<file path="config.mk">
export PLATFORM = sky130hd
export DESIGN_NAME = jtgng_arc_timing
export DESIGN_NICKNAME = d
export VERILOG_FILES = /design/src/rtl/jtgng_timing_pkg.sv /design/src/rtl/jtgng_arc_pattern.sv /design/src/rtl/jtgng_arc_timing.sv
export SDC_FILE = /design/constraint.sdc
export NUM_CORES = 1
export LEC_CHECK = 0
export BUFFER_PORTS_ARGS = -buffer_cell sky130_fd_sc_hd__buf_2
export CAP_MARGIN = 0
export CORE_MARGIN = 3
export CORE_UTILIZATION = 30
export DETAILED_ROUTE_END_ITERATION = 16
export GPL_TIMING_DRIVEN = 0
export PLACE_DENSITY = 0.53
export SYNTH_ARGS = -nofsm -noshare
export SYNTH_HDL_FRONTEND = slang
export SYNTH_SLANG_ARGS = --single-unit
</file>
<file path="constraint.sdc">
create_clock -name clk -period 7.8 [get_ports clk]
set_clock_uncertainty 0.2 [all_clocks]
set_input_delay 1.95 -clock clk [delete_from_list [all_inputs] [get_ports clk]]
set_output_delay 1.95 -clock clk [all_outputs]
set_load 0.02 [all_outputs]
</file>
<file path="src/rtl/jtgng_timing_pkg.sv">
// Default 15 kHz arcade timing shared by the timing generator, scan doubler and benches.
package jtgng_timing_pkg;

  localparam int unsigned H_TOTAL  = 384;
  localparam int unsigned H_ACTIVE = 256;
  localparam int unsigned HS_START = 288;
  localparam int unsigned HS_END   = 320;
  localparam int unsigned V_TOTAL  = 262;
  localparam int unsigned V_ACTIVE = 224;
  localparam int unsigned VS_START = 232;
  localparam int unsigned VS_END   = 236;

  typedef struct packed {
    logic [3:0] r;
    logic [3:0] g;
    logic [3:0] b;
  } rgb_t;

  function automatic logic timing_ok(input int unsigned active, input int unsigned sync_start,
                                     input int unsigned sync_end, input int unsigned total);
    return (active < sync_start) && (sync_start < sync_end) &&
           (sync_end <= total) && (total <= 512);
  endfunction

endpackage

</file>
<file path="src/rtl/jtgng_arc_pattern.sv">
// Colour-bar test pattern: 8 bars of 32 pixels with a white border around the active area.
module jtgng_arc_pattern #(
  parameter int unsigned H_ACTIVE = jtgng_timing_pkg::H_ACTIVE,
  parameter int unsigned V_ACTIVE = jtgng_timing_pkg::V_ACTIVE
) (
  input  logic [8:0]  H,
  input  logic [8:0]  V,
  output logic [11:0] rgb
);

  jtgng_timing_pkg::rgb_t bar;
  logic                   border;

  always_comb begin
    // Bar index is H[7:5]; its bits map to red, green and blue respectively.
    bar.r  = {4{H[5]}};
    bar.g  = {4{H[6]}};
    bar.b  = {4{H[7]}};
    border = (H == '0) || (H == 9'(H_ACTIVE - 1)) ||
             (V == '0) || (V == 9'(V_ACTIVE - 1));
    rgb    = border ? '1 : bar;
  end

endmodule

</file>
<file path="src/rtl/jtgng_arc_timing.sv">
// Native 15 kHz video timing with registered colour output aligned to delayed blanking.
module jtgng_arc_timing #(
  parameter int unsigned H_TOTAL  = jtgng_timing_pkg::H_TOTAL,
  parameter int unsigned H_ACTIVE = jtgng_timing_pkg::H_ACTIVE,
  parameter int unsigned HS_START = jtgng_timing_pkg::HS_START,
  parameter int unsigned HS_END   = jtgng_timing_pkg::HS_END,
  parameter int unsigned V_TOTAL  = jtgng_timing_pkg::V_TOTAL,
  parameter int unsigned V_ACTIVE = jtgng_timing_pkg::V_ACTIVE,
  parameter int unsigned VS_START = jtgng_timing_pkg::VS_START,
  parameter int unsigned VS_END   = jtgng_timing_pkg::VS_END
) (
  input  logic        clk,
  input  logic        rst,
  input  logic        cen6,
  input  logic        pattern_en,
  input  logic [11:0] rgb_in,
  output logic [8:0]  H,
  output logic [8:0]  V,
  output logic        LHBL,
  output logic        LVBL,
  output logic        HS,
  output logic        VS,
  output logic        Hinit,
  output logic        Vinit,
  output logic [3:0]  red,
  output logic [3:0]  green,
  output logic [3:0]  blue,
  output logic        LHBL_dly,
  output logic        LVBL_dly
);

  if (!jtgng_timing_pkg::timing_ok(H_ACTIVE, HS_START, HS_END, H_TOTAL)) begin : g_bad_h
    $error("jtgng_arc_timing: inconsistent horizontal timing parameters");
  end
  if (!jtgng_timing_pkg::timing_ok(V_ACTIVE, VS_START, VS_END, V_TOTAL)) begin : g_bad_v
    $error("jtgng_arc_timing: inconsistent vertical timing parameters");
  end

  logic [8:0]  h_q, h_d, v_q, v_d, h_nx, v_nx;
  logic        lhbl_q, lhbl_d, lvbl_q, lvbl_d, hs_q, hs_d, vs_q, vs_d;
  logic        hinit_q, hinit_d, vinit_q, vinit_d;
  logic [11:0] rgb_q, rgb_d, pat_rgb, src_rgb;
  logic        lhbl_dly_q, lhbl_dly_d, lvbl_dly_q, lvbl_dly_d;
  logic        h_wrap, v_wrap;

  jtgng_arc_pattern #(
    .H_ACTIVE (H_ACTIVE),
    .V_ACTIVE (V_ACTIVE)
  ) u_pattern (
    .H   (h_q),
    .V   (v_q),
    .rgb (pat_rgb)
  );

  always_comb begin
    h_wrap     = (h_q == 9'(H_TOTAL - 1));
    v_wrap     = (v_q == 9'(V_TOTAL - 1));
    h_nx       = h_wrap ? '0 : h_q + 9'd1;
    v_nx       = h_wrap ? (v_wrap ? '0 : v_q + 9'd1) : v_q;
    src_rgb    = pattern_en ? pat_rgb : rgb_in;
    h_d        = h_q;
    v_d        = v_q;
    lhbl_d     = lhbl_q;
    lvbl_d     = lvbl_q;
    hs_d       = hs_q;
    vs_d       = vs_q;
    hinit_d    = 1'b0;
    vinit_d    = 1'b0;
    rgb_d      = rgb_q;
    lhbl_dly_d = lhbl_dly_q;
    lvbl_dly_d = lvbl_dly_q;
    if (cen6) begin
      h_d        = h_nx;
      v_d        = v_nx;
      // Flags come from the next counts so they land together with H/V.
      lhbl_d     = {1'b0, h_nx} < 10'(H_ACTIVE);
      hs_d       = !(({1'b0, h_nx} >= 10'(HS_START)) && ({1'b0, h_nx} < 10'(HS_END)));
      lvbl_d     = {1'b0, v_nx} < 10'(V_ACTIVE);
      vs_d       = !(({1'b0, v_nx} >= 10'(VS_START)) && ({1'b0, v_nx} < 10'(VS_END)));
      hinit_d    = h_wrap;
      vinit_d    = h_wrap && v_wrap;
      rgb_d      = (lhbl_q && lvbl_q) ? src_rgb : '0;
      lhbl_dly_d = lhbl_q;
      lvbl_dly_d = lvbl_q;
    end
  end

  always_ff @(posedge clk or posedge rst) begin
    if (rst) begin
      h_q        <= '0;
      v_q        <= '0;
      lhbl_q     <= 1'b1;
      lvbl_q     <= 1'b1;
      hs_q       <= 1'b1;
      vs_q       <= 1'b1;
      hinit_q    <= 1'b0;
      vinit_q    <= 1'b0;
      rgb_q      <= '0;
      lhbl_dly_q <= 1'b1;
      lvbl_dly_q <= 1'b1;
    end else begin
      h_q        <= h_d;
      v_q        <= v_d;
      lhbl_q     <= lhbl_d;
      lvbl_q     <= lvbl_d;
      hs_q       <= hs_d;
      vs_q       <= vs_d;
      hinit_q    <= hinit_d;
      vinit_q    <= vinit_d;
      rgb_q      <= rgb_d;
      lhbl_dly_q <= lhbl_dly_d;
      lvbl_dly_q <= lvbl_dly_d;
    end
  end

  always_comb begin
    H        = h_q;
    V        = v_q;
    LHBL     = lhbl_q;
    LVBL     = lvbl_q;
    HS       = hs_q;
    VS       = vs_q;
    Hinit    = hinit_q;
    Vinit    = vinit_q;
    red      = rgb_q[11:8];
    green    = rgb_q[7:4];
    blue     = rgb_q[3:0];
    LHBL_dly = lhbl_dly_q;
    LVBL_dly = lvbl_dly_q;
  end

endmodule

</file>
==> reports/qor.yml <==
status: "complete, no violations"
antenna_left: 0
maxSlewHeadroom_pct: 34.8
hold_class: "flop to flop"
clk_latency_ns: 0.29
die_y_microns: 86.7
via_per_inst: 5.05
fill_cells: 620
synth_cell_types: 43
synth_seq_cells: 38
pin_count: 54
async_flop_share_pct: 100
dp_hpwl_microns: 3500
initial_utilization_pct: 31.9
fin_cells: 331
fp.dieW_microns: 86.7
timing.fmax_mhz: 310
synth_area_sq_um: 1960
fp-row-count: 28
avgSynthCellArea_sq_um: 10.0
cts-buffers-inserted: 5
cts-htree-levels: 2
leakagePower_uw: 0.00118
dominantRegCellSynth: "dfrtp_1"
cts_tree: "yes"
drt-total-wl_microns: 4840
grt_pass1_wl_microns: 8210
drt-wirelength-per-cell_microns: 14.6
syn_inst: 195
grt-ovfl-total: 0
dp.cells: 323
vdd_ir_drop_max_mv: 0.147
antenna_cells: 0
worst_slack_ns: 4.57
synth-edff-count: 0
crit_type: "input pin to flop"
grt_pass1_vias: 1635
rr_worst_depth: 7
power_density_nw_per_um2: 262
postCtsSetupBuffers: 0
multi_input_area_sq_um: 916
power.total_uw: 642
drt_iter0_markers: 106
syn2layout_area_growth_pct: 25.4
setup_viol: 0
core_area_sq_um: 6130
maxCapViolCount: 0
drv_slew: 0
ctsHoldBuffers: 0
hold_violations: 0
fin_hold_ws_ns: 0.290
num_vias: 1671
dr.pass1.iters: 4
critPathMaxFanout: 10
cts_resized: 0
ys_seq_area_share_pct: 49.0
start_kind: "input pin"
tns_ns: 0
gp_congestion: 0.749
end_kind: "flop"
yosys-top-cells-area: "dfrtp_1 (41%), dfstp_2 (8.1%), o2bb2ai_1 (5.4%), nor2_1 (4.0%), ha_1 (3.8%)"
cts_root_buffer: "clkbuf_8"
rsz0062_at_grt: "no"
grt_max_degree: 39
syn-num-nets: 217
ys_warn_count: 0
cts_sinks: 38
track_usage_pct: 13.8
min_period_over_period_pct: 41.4
min_period_ns: 3.23
post-place-ws_ns: 4.25
final_cell_mix: "buf_2 (55), dfrtp_1 (32), nor2_1 (21), nand2_1 (15), o2bb2ai_1 (12)"
holdPathStages: 1
drc: 0
final_common_cell: "buf_2"
worst_pin_slew_ns: 0.971
drive_gt1_share_pct: 31.3
antenna_found_initial: 0
worst_ep_arrival_time_ns: 3.18
cts_max_path_buffers: 2
die-area_sq_um: 7520
worstPathRequired_ns: 7.75
regArea_sq_um: 958
final_nets: 277
yosys.area.top_type: "dfrtp_1"
clkTransAtPathRegs_ns: 0.08
post-synth-top-area-fraction_pct: 40.9
numPortBuffers: 53
[stage by stage]
step,cell area [sq um],util [%]
final,2450,40.0
after global routing,2450,40.0
after CTS,2450,40.0
after detailed placement,2310,37.8
after global placement,2310,37.8
after floorplan,1960,-
[worst paths after layout]
path | slack, ns | end | start
worst min-delay path | 0.29 | rgb_q[9] | rgb_q[9]
worst max register to register | 4.85 | VS | H[1]
max in group asynchronous | 5.28 | V[6] | rst
worst max-delay path | 4.57 | rgb_q[1] | cen6
min in group asynchronous | 1.60 | V[5] | rst
worst min register to register | 0.29 | rgb_q[9] | rgb_q[9]
[power breakdown]
part           switching, uW  internal [uW]
sequential              32.2            231
clock                   73.8            128
combinational            111           65.6
[flip-flops by register name, indices dropped and copies added (netlist names)]
name and cells:
rgb_q 12, H 9, V 9, HS 1
Hinit 1, LHBL 1, LHBL_dly 1, LVBL 1
LVBL_dly 1, VS 1, Vinit 1
[kinds of logic after synthesis]
logic type	count (synthesis)	synth area share (%)
buf+inv	20	4.16
flops	38	49.0
fa+ha+maj	6	3.84
compound gates	39	14.5
xor+xnor	9	4.03
simple gates	78	21.8
mux	5	2.69
[cell type report]
cell class,instances,area share (%)
Clock buffer,5,2.81
Buffer,9,1.63
Timing Repair Buffer,53,10.8
Tap cell,75,3.83
Inverter,11,1.68
Clock inverter,3,2.81
Sequential cell,38,39.1
Multi-Input combinational cell,137,37.3
[synthesized netlist by cell type (5+ instances only)]
cell type	instances
clkbuf_1	6
dfrtp_1	32
dfstp_2	6
ha_1	6
inv_1	10
nand2_1	15
nand3_1	8
nand4_1	5
nor2_1	21
nor3_1	7
o21ai_0	7
o2bb2ai_1	12
xnor2_1	6
[metal layers]
| layer | track usage [%] | wire [microns] | share of wire (%) | vias to the layer above |
|---|---|---|---|---|
| li1 | - | - | - | 821 |
| met1 | 19.3 | 2240 | 46 | 799 |
| met5 | 0 | 0 | 0 | - |
| met2 | 21.3 | 2230 | 46 | 46 |
| met4 | 2.55 | 38 | 0.78 | 0 |
| met3 | 4.37 | 334 | 6.9 | 5 |
[critical path, stage by stage]
cell,delay (ns)
buf_2,0.13
clkbuf_1,0.36
inv_1,0.25
clkbuf_1,0.29
o2bb2ai_1,0.20
(Power assumes the default switching activity.)
